--- src/rtl/add_arbiter_if.sv ---
// -----------------------------------------------------------------------------
// add_arbiter_if
//
// Bundles every non-clock signal of add_arbiter: two requester operand
// channels, the shared-adder port and the tagged response channel.
//
//   slave  : the arbiter side (add_arbiter uses this modport)
//   master : the environment side (requesters, shared adder, result consumer)
//
// Signal summary (directions as seen by the arbiter):
//   req0_valid/req1_valid  in   requester k has an operand pair
//   req0_a/b, req1_a/b     in   requester k operands (WIDTH bits)
//   req0_ready/req1_ready  out  requester k operand pair accepted this cycle
//   add_a, add_b           out  operands to the shared adder (0 unless busy adding)
//   add_sum, add_cout      in   combinational adder result
//   rsp_valid              out  result available
//   rsp_ready              in   consumer accepts result
//   rsp_sum, rsp_carry     out  registered sum and carry-out
//   rsp_id                 out  requester that issued the result
//   busy                   out  arbiter is not idle
// -----------------------------------------------------------------------------
interface add_arbiter_if #(
  parameter int unsigned WIDTH = 8
);

  logic             req0_valid;
  logic             req0_ready;
  logic [WIDTH-1:0] req0_a;
  logic [WIDTH-1:0] req0_b;

  logic             req1_valid;
  logic             req1_ready;
  logic [WIDTH-1:0] req1_a;
  logic [WIDTH-1:0] req1_b;

  logic [WIDTH-1:0] add_a;
  logic [WIDTH-1:0] add_b;
  logic [WIDTH-1:0] add_sum;
  logic             add_cout;

  logic             rsp_valid;
  logic             rsp_ready;
  logic [WIDTH-1:0] rsp_sum;
  logic             rsp_carry;
  logic             rsp_id;

  logic             busy;

  modport slave (
    input  req0_valid, req0_a, req0_b,
    input  req1_valid, req1_a, req1_b,
    input  add_sum, add_cout,
    input  rsp_ready,
    output req0_ready, req1_ready,
    output add_a, add_b,
    output rsp_valid, rsp_sum, rsp_carry, rsp_id,
    output busy
  );

  modport master (
    output req0_valid, req0_a, req0_b,
    output req1_valid, req1_a, req1_b,
    output add_sum, add_cout,
    output rsp_ready,
    input  req0_ready, req1_ready,
    input  add_a, add_b,
    input  rsp_valid, rsp_sum, rsp_carry, rsp_id,
    input  busy
  );

endinterface : add_arbiter_if

--- src/rtl/add_arbiter.sv ---
// -----------------------------------------------------------------------------
// add_arbiter
//
// Round-robin arbiter/sequencer sharing one external combinational adder
// between two requesters. A granted operand pair is registered, presented to
// the adder for exactly one cycle (EXEC), and the sum/carry are captured and
// returned with the requester id over a valid/ready response channel.
//
// Ports:
//   clk    in  clock, all state updates on the rising edge
//   rst_n  in  asynchronous active-low reset
//   bus    add_arbiter_if.slave, see add_arbiter_if for the signal list
//
// Flow: IDLE --accept--> EXEC --capture--> RESP --rsp_ready--> IDLE
// Peak throughput is one operation every three cycles.
// -----------------------------------------------------------------------------
module add_arbiter #(
  parameter int unsigned WIDTH = 8
) (
  input  logic          clk,
  input  logic          rst_n,
  add_arbiter_if.slave  bus
);

  typedef enum logic [1:0] {
    IDLE = 2'd0,
    EXEC = 2'd1,
    RESP = 2'd2
  } state_t;

  state_t           state;
  logic             last_grant;   // requester granted most recently
  logic [WIDTH-1:0] op_a;
  logic [WIDTH-1:0] op_b;

  logic             rsp_valid_q;
  logic [WIDTH-1:0] rsp_sum_q;
  logic             rsp_carry_q;
  logic             rsp_id_q;
  logic             busy_q;

  logic             grant0;
  logic             grant1;
  logic             accept0;
  logic             accept1;

  // ---------------------------------------------------------------------------
  // Arbitration. A lone requester always wins; on a tie the requester that
  // was not served last wins, so back-to-back ties alternate 0,1,0,1...
  // ---------------------------------------------------------------------------
  // NOTE: every output of a combinational block gets a default first, so no
  // path through the block leaves it unassigned and no latch is inferred.
  always_comb begin
    grant0 = 1'b0;
    grant1 = 1'b0;
    if (bus.req0_valid && bus.req1_valid) begin
      grant0 = last_grant;
      grant1 = !last_grant;
    end else begin
      grant0 = bus.req0_valid;
      grant1 = bus.req1_valid;
    end
  end

  // Ready is combinational so a request can be accepted in its first IDLE
  // cycle; outside IDLE both readies are held low and new requests wait.
  assign bus.req0_ready = (state == IDLE) && grant0;
  assign bus.req1_ready = (state == IDLE) && grant1;

  assign accept0 = bus.req0_valid && bus.req0_ready;
  assign accept1 = bus.req1_valid && bus.req1_ready;

  // The shared adder sees our operands only during EXEC; at all other times
  // it is driven with zeros so it does not toggle.
  assign bus.add_a = (state == EXEC) ? op_a : '0;
  assign bus.add_b = (state == EXEC) ? op_b : '0;

  assign bus.rsp_valid = rsp_valid_q;
  assign bus.rsp_sum   = rsp_sum_q;
  assign bus.rsp_carry = rsp_carry_q;
  assign bus.rsp_id    = rsp_id_q;
  assign bus.busy      = busy_q;

  // ---------------------------------------------------------------------------
  // Sequencer FSM with registered outputs.
  // ---------------------------------------------------------------------------
  // NOTE: sequential state uses non-blocking assignments so every register
  // samples pre-edge values, independent of statement order in the block.
  always_ff @(posedge clk or negedge rst_n) begin
    if (!rst_n) begin
      // NOTE: the operand and result registers are reset too, because the
      // response fields are visible outputs with defined reset values and a
      // reset must discard any in-flight transaction completely.
      state       <= IDLE;
      last_grant  <= 1'b1;      // req0 wins the first tie after reset
      op_a        <= '0;
      op_b        <= '0;
      rsp_valid_q <= 1'b0;
      rsp_sum_q   <= '0;
      rsp_carry_q <= 1'b0;
      rsp_id_q    <= 1'b0;
      busy_q      <= 1'b0;
    end else begin
      unique case (state)
        IDLE: begin
          if (accept0 || accept1) begin
            op_a       <= accept1 ? bus.req1_a : bus.req0_a;
            op_b       <= accept1 ? bus.req1_b : bus.req0_b;
            rsp_id_q   <= accept1;
            last_grant <= accept1;
            busy_q     <= 1'b1;
            state      <= EXEC;
          end
        end

        EXEC: begin
          // The adder is combinational from add_a/add_b, which carry op_a/op_b
          // in this state, so its result is stable by the end of the cycle.
          rsp_sum_q   <= bus.add_sum;
          rsp_carry_q <= bus.add_cout;
          rsp_valid_q <= 1'b1;
          state       <= RESP;
        end

        RESP: begin
          // Response fields are untouched here, so they stay stable for as
          // long as the consumer applies backpressure.
          if (bus.rsp_ready) begin
            rsp_valid_q <= 1'b0;
            busy_q      <= 1'b0;
            state       <= IDLE;
          end
        end

        default: begin
          rsp_valid_q <= 1'b0;
          busy_q      <= 1'b0;
          state       <= IDLE;
        end
      endcase
    end
  end

  // ---------------------------------------------------------------------------
  // Protocol properties.
  // ---------------------------------------------------------------------------
  a_one_ready: assert property (
    @(posedge clk) disable iff (!rst_n)
    !(bus.req0_ready && bus.req1_ready)
  );

  a_no_ready_when_busy: assert property (
    @(posedge clk) disable iff (!rst_n)
    bus.busy |-> !(bus.req0_ready || bus.req1_ready)
  );

  a_adder_quiet: assert property (
    @(posedge clk) disable iff (!rst_n)
    (state != EXEC) |-> (bus.add_a == '0 && bus.add_b == '0)
  );

  a_rsp_hold: assert property (
    @(posedge clk) disable iff (!rst_n)
    (bus.rsp_valid && !bus.rsp_ready) |=>
      (bus.rsp_valid && $stable(bus.rsp_sum) && $stable(bus.rsp_carry) && $stable(bus.rsp_id))
  );

endmodule : add_arbiter

--- src/flat_wrapper.sv ---
// flat-port wrapper written by rule: the top's interface ports become plain ports
module add_arbiter_flat 
#(
  parameter int unsigned WIDTH = 8
)
  (clk, rst_n, bus_req0_valid, bus_req0_a, bus_req0_b, bus_req1_valid, bus_req1_a, bus_req1_b, bus_add_sum, bus_add_cout, bus_rsp_ready, bus_req0_ready, bus_req1_ready, bus_add_a, bus_add_b, bus_rsp_valid, bus_rsp_sum, bus_rsp_carry, bus_rsp_id, bus_busy);
  add_arbiter_if #(.WIDTH(WIDTH)) bus_i ();
  input  logic clk;
  input  logic rst_n;
  input wire logic [$bits(bus_i.req0_valid)-1:0] bus_req0_valid;
  input wire logic [$bits(bus_i.req0_a)-1:0] bus_req0_a;
  input wire logic [$bits(bus_i.req0_b)-1:0] bus_req0_b;
  input wire logic [$bits(bus_i.req1_valid)-1:0] bus_req1_valid;
  input wire logic [$bits(bus_i.req1_a)-1:0] bus_req1_a;
  input wire logic [$bits(bus_i.req1_b)-1:0] bus_req1_b;
  input wire logic [$bits(bus_i.add_sum)-1:0] bus_add_sum;
  input wire logic [$bits(bus_i.add_cout)-1:0] bus_add_cout;
  input wire logic [$bits(bus_i.rsp_ready)-1:0] bus_rsp_ready;
  output wire logic [$bits(bus_i.req0_ready)-1:0] bus_req0_ready;
  output wire logic [$bits(bus_i.req1_ready)-1:0] bus_req1_ready;
  output wire logic [$bits(bus_i.add_a)-1:0] bus_add_a;
  output wire logic [$bits(bus_i.add_b)-1:0] bus_add_b;
  output wire logic [$bits(bus_i.rsp_valid)-1:0] bus_rsp_valid;
  output wire logic [$bits(bus_i.rsp_sum)-1:0] bus_rsp_sum;
  output wire logic [$bits(bus_i.rsp_carry)-1:0] bus_rsp_carry;
  output wire logic [$bits(bus_i.rsp_id)-1:0] bus_rsp_id;
  output wire logic [$bits(bus_i.busy)-1:0] bus_busy;
  assign bus_i.req0_valid = bus_req0_valid;
  assign bus_i.req0_a = bus_req0_a;
  assign bus_i.req0_b = bus_req0_b;
  assign bus_i.req1_valid = bus_req1_valid;
  assign bus_i.req1_a = bus_req1_a;
  assign bus_i.req1_b = bus_req1_b;
  assign bus_i.add_sum = bus_add_sum;
  assign bus_i.add_cout = bus_add_cout;
  assign bus_i.rsp_ready = bus_rsp_ready;
  assign bus_req0_ready = bus_i.req0_ready;
  assign bus_req1_ready = bus_i.req1_ready;
  assign bus_add_a = bus_i.add_a;
  assign bus_add_b = bus_i.add_b;
  assign bus_rsp_valid = bus_i.rsp_valid;
  assign bus_rsp_sum = bus_i.rsp_sum;
  assign bus_rsp_carry = bus_i.rsp_carry;
  assign bus_rsp_id = bus_i.rsp_id;
  assign bus_busy = bus_i.busy;
  add_arbiter #(.WIDTH(WIDTH)) u_core (.clk(clk), .rst_n(rst_n), .bus(bus_i));
endmodule
--- config.mk ---
export PLATFORM = sky130hd
export DESIGN_NAME = add_arbiter_flat
export DESIGN_NICKNAME = d
export VERILOG_FILES = /design/src/rtl/add_arbiter_if.sv /design/src/rtl/add_arbiter.sv /design/src/flat_wrapper.sv
export SDC_FILE = /design/constraint.sdc
export NUM_CORES = 1
export LEC_CHECK = 0
export ABC_AREA = 1
export CAP_MARGIN = 20
export CORE_UTILIZATION = 42
export DETAILED_ROUTE_END_ITERATION = 12
export GPL_ROUTABILITY_DRIVEN = 0
export PLACE_DENSITY = 0.8
export SETUP_SLACK_MARGIN = 0.05
export SYNTH_ARGS = -nofsm -noshare
export SYNTH_HDL_FRONTEND = slang
export SYNTH_SLANG_ARGS = --single-unit
--- constraint.sdc ---
create_clock -name clk -period 1.6 [get_ports clk]
set_input_delay 0.32 -clock clk [delete_from_list [all_inputs] [get_ports clk]]
set_output_delay 0.32 -clock clk [all_outputs]
set_load 0.05 [all_outputs]
======== Yosys cells after proc, flatten, opt, wreduce, memory -nomap -nowiden ========
Cells that the tools add are included.
storage, ports and cells
  bits in registers ....................... 31
  output and inout bits ................... 30
operators by class
  equal/unequal tests ..................... 4
  mux-type cells .......................... 13
  bitwise logic cells ..................... 2
  reductions and logical operators ........ 12
operator list
  kind                  number
  $mux W8               4
  $pmux W1 S3           2
  $pmux W2 S3           1
  $reduce_and A2 Y1     3
  $logic_and A1 B1 Y1   5
  $mux W1               4
  $mux W2               2
  $ne A2 B2 Y1 const B  2
  $reduce_and A3 Y1     1
  $eq A2 B1 Y1 const B  1
  $eq A2 B2 Y1 const B  1
  $logic_not A2 Y1      1
  $not A1 Y1            2
  $logic_not A1 Y1      1
  $logic_or A1 B1 Y1    1

======== Logic depth before layout (Yosys ltp) ========
  depth after elaboration ................. 7
  mapped depth ............................ 6

======== Worst setup path before layout ========
OpenSTA, ideal clock, no wires.
  path type ............................... register -> output
  from .................................... reg u_core.state[1]
  to ...................................... out bus_req0_ready
  arrival ................................. 1.655 ns
  data required time ...................... 1.280 ns
  path slack .............................. -0.375 ns
  cell stages (with the launch flop) ...... 5
  buffers on the path ..................... 1
  cells stage by stage .................... dfrtp_1 > nor2_8 > buf_2 > nand2_1 > a21oi_1
between the ends
  cells in the longest elaborated chain, start to end .. 2
ends and longest elaborated chain
  item                    line                text
  start, declared         add_arbiter.sv:31   state_t state;
  start signal, assigned  add_arbiter.sv:94   state <= IDLE;
  start signal, assigned  add_arbiter.sv:112  state <= EXEC;
  start signal, assigned  add_arbiter.sv:122  state <= RESP;
  $logic_not A2 Y1        add_arbiter.sv:67   assign bus.req0_ready = (state == IDLE) && grant0;
  $logic_and A1 B1 Y1     add_arbiter.sv:67
  end, declared           flat_wrapper.sv:19  output wire logic [$bits(bus_i.req0_ready)-1:0] bus_req0_ready;
No other way between the ends.

======== Worst setup path after layout ========
  from .................................... reg u_core.state[1]
  to ...................................... out bus_add_a[6]
between the ends
  cells in the longest elaborated chain, start to end .. 2
ends and longest elaborated chain
  item           line                text
  $eq A2 B1 Y1   add_arbiter.sv:75   assign bus.add_a = (state == EXEC) ? op_a : '0;
  $mux W8        add_arbiter.sv:75
  end, declared  flat_wrapper.sv:21  output wire logic [$bits(bus_i.add_a)-1:0] bus_add_a;
No other way between the ends.

==> metrics.cfg <==
[global_routing]
grt_pass1_vias = 1781
antenna_found_initial = 0
grt_pass1_wl_um = 7950
grt_usage_pct = 25.2
grt_start_max_net_pins = 32
grt.overflow.total = 0

[power]
power_mw = 6.68
swShare_pct = 47.3
clkPwrFrac_pct = 11.9
powerDensity_nw_per_um2 = 2110
power_leakage_nw = 1.63
pwr-share-comb_pct = 67.1
intPower_mw = 3.52
ir_worst_vdd_mv = 1.05
p_switching_mw = 3.16
p_seq_share_pct = 21.0

[clocking]
cts_made_buffers = 5
insertion_delay_ns = 0.28
hold_buffers = 0
clk_path_buf_depth = 2
clk_pin_slew_ns = 0.07
cts-root-buf = clkbuf_8
cts_tree = yes
htreeDepth = 2
clock-sinks = 31

[detailed_routing]
drt_iter0_drc = 78
first_pass_iters = 4
vias_per_cell = 4.80
wl_met2_um = 2700
drc = 0
routed_wirelength_um = 5120
wire_per_inst_um = 13.3
drtAntennaViolNets = 0
highest_layer = met4
drt-met1-wl_um = 1990
num_vias = 1842
wl_met3_um = 248

[sta]
timing.hold.ws_ns = 0.396
period_needed_ns = 1.69
fmax_mhz = 591
hold_viol_final = 0
fin_skew_ns = 0.00757
setup_viol = 17
rsz0062_at_grt = yes
fin_crit_sh_pct = 106
fin_ws_ns = -0.0916
worst_slew_pin_slew_ns = 0.268
slew_violations = 0
slew_headroom_pct = 82.1

[layout]
drive_gt1_share_pct = 28.3
nets = 381
stdcell_area_um2 = 3160
syn2layout_area_growth_pct = 84.9
layout.cells.non_filler = 384
num_antenna_cells = 0

[die]
dieHeight_um = 65.8
die_w_um = 65.8
num_io_pins = 76
die_area_um2 = 4330
coreArea_um2 = 3770
start_util_pct = 45.3
placementRows = 22

[setup_path]
reg2reg_to = u_core.op_b[7]
regToRegStartpoint = u_core.state[1]
rr_worst_depth = 9
endpoint_kind = output pin
cp.arrival_ns = 1.37
rrSetupSlack_ns = 0.08
worstPathRequired_ns = 1.28
critPathLaunchType = register
path_max_fanout = 4
path_class = register to output pin

[placement]
dp_cells = 364
io_buffers = 75
place_area_um2 = 2820
dp_hpwl_um = 3290

[job]
drv_cap = 0

[outcome]
violations = setup timing
outcome = complete, but fails checks

[yosys]
synth-seq-cells = 31
avgSynthCellArea_um2 = 7.24
synth_cells = 236
synth_cell_types = 19
syn_nets = 282
synth_seq_area_share_pct = 45.5
yosys_warnings = 0
syn_area_um2 = 1710

[min_path]
min_path_type = primary input to asynchronous set/reset pin

==> worst max path at each step <==
stage               startpoint             end  slack [ns]  cells past startpoint
2_1_floorplan  u_core.state[1]    bus_add_a[0]       -0.02                      4
3_3_place_gp    bus_req0_valid  bus_req1_ready       -0.05                      5
3_5_place_dp    bus_req0_valid  u_core.op_b[4]       -0.07                      7
4_1_cts        u_core.state[1]    bus_add_b[1]       -0.08                      6
5_1_grt        u_core.state[1]    bus_add_a[6]       -0.15                      6
6_report       u_core.state[1]    bus_add_a[6]       -0.09                      6
==> repair_timing <==
action	CTS	global route
buffers inserted	9	2
setup endpoints to repair	18	19
resized for setup	28	7
pin swaps	3	4
gates cloned	0	1
==> cell usage after synthesis (all sizes together) <==
cell type  number  area, um^2
o21ai           3        26.3
clkbuf          1        3.75
nand3          27         148
nand2          72         273
nor2           17        80.1
o21bai          1        7.51
nand4          16         100
dfrtp          30         751
buf            10        70.1
dfstp           1        26.3
a21oi           2        10.0
inv            56         213
==> power groups by stage <==
stage                     sequential [mW]  clock [mW]  combinational [mW]
after floorplan                      1.91           0                1.87
after global placement               1.42           0                3.72
after detailed placement             1.44           0                3.77
after CTS                            1.40       0.805                4.31
after global routing                 1.44       0.851                4.74
final                                1.40       0.797                4.48
==> sequential cells by signal (all words and copies together) (netlist names) <==
| register | cells |
|---|---|
| u_core.bus.busy | 1 |
| u_core.last_grant | 1 |
| u_core.op_b | 8 |
| u_core.op_a | 8 |
| u_core.bus.rsp_valid | 1 |
| u_core.state | 2 |
| u_core.bus.rsp_carry | 1 |
| u_core.bus.rsp_sum | 8 |
| u_core.bus.rsp_id | 1 |
==> placed cells by master, fill, tap and decap left out <==
| cell type | Yosys | final |
|---|---|---|
| nor2_2 | 0 | 1 |
| a21oi_1 | 2 | 1 |
| nand2_4 | 0 | 2 |
| inv_1 | 55 | 53 |
| o21ai_0 | 2 | 2 |
| nor2_4 | 0 | 15 |
| o21ai_4 | 1 | 1 |
| clkinvlp_4 | 0 | 1 |
| buf_4 | 3 | 28 |
| nor2_8 | 1 | 1 |
| dfrtp_1 | 30 | 28 |
| buf_8 | 0 | 1 |
| nand3_4 | 1 | 1 |
| nand3_1 | 26 | 26 |
| buf_6 | 2 | 5 |
| bufinv_16 | 0 | 1 |
| dfrtp_2 | 0 | 2 |
| inv_4 | 1 | 1 |
| o21bai_1 | 1 | 1 |
| clkinv_4 | 0 | 1 |
| nand2_1 | 71 | 69 |
| clkbuf_8 | 0 | 6 |
| inv_2 | 0 | 1 |
| nand4_1 | 16 | 16 |
| dlygate4sd2_1 | 0 | 2 |
| dfstp_2 | 1 | 1 |
| a21oi_4 | 0 | 1 |
| clkdlybuf4s50_1 | 0 | 43 |
| buf_12 | 0 | 23 |
| nand2_2 | 1 | 1 |
| clkinv_2 | 0 | 1 |
==> area by class of cell <==
cell class	instances	area (um^2)
fillers	235	613
multi-input cells	138	786
well taps	48	60.1
clock buffers	6	82.6
inverters	56	219
clock inverters	2	35.0
flip-flops and latches	31	779
repair buffers	102	1190
repair inverters	1	6.26
==> kinds of logic (layout without fill, tap and decap cells) <==
family          after synthesis  after routing  synth area share, %
compound gates                6              6                 2.56
buf+inv                      67            167                 16.8
flops                        31             31                 45.5
simple gates                132            132                 35.2
==> stage by stage <==
step | TNS, ns | setup slack, ns | util [%]
2_1_floorplan | -0.258 | -0.0244 | -
3_3_place_gp | -0.450 | -0.0534 | 74.8
3_5_place_dp | -1.01 | -0.0737 | 74.8
4_1_cts | -0.701 | -0.0819 | 82.7
5_1_grt | -1.99 | -0.153 | 83.7
6_report | -1.03 | -0.0916 | 83.7
==> layer usage <==
metal / up-vias / GRT usage (%)
li1: 913 / -
met1: 843 / 27.7
met2: 69 / 45.3
met3: 17 / 6.03
met4: 0 / 11.7
met5: - / 0
==> critical path, cell delays in order, from the launching register on <==
cell and delay [ns]:
dfrtp_2 0.41, inv_2 0.08, nand2_4 0.07, buf_12 0.13, buf_12 0.13, nor2_4 0.11, buf_12 0.14
(Power assumes the default switching activity.)
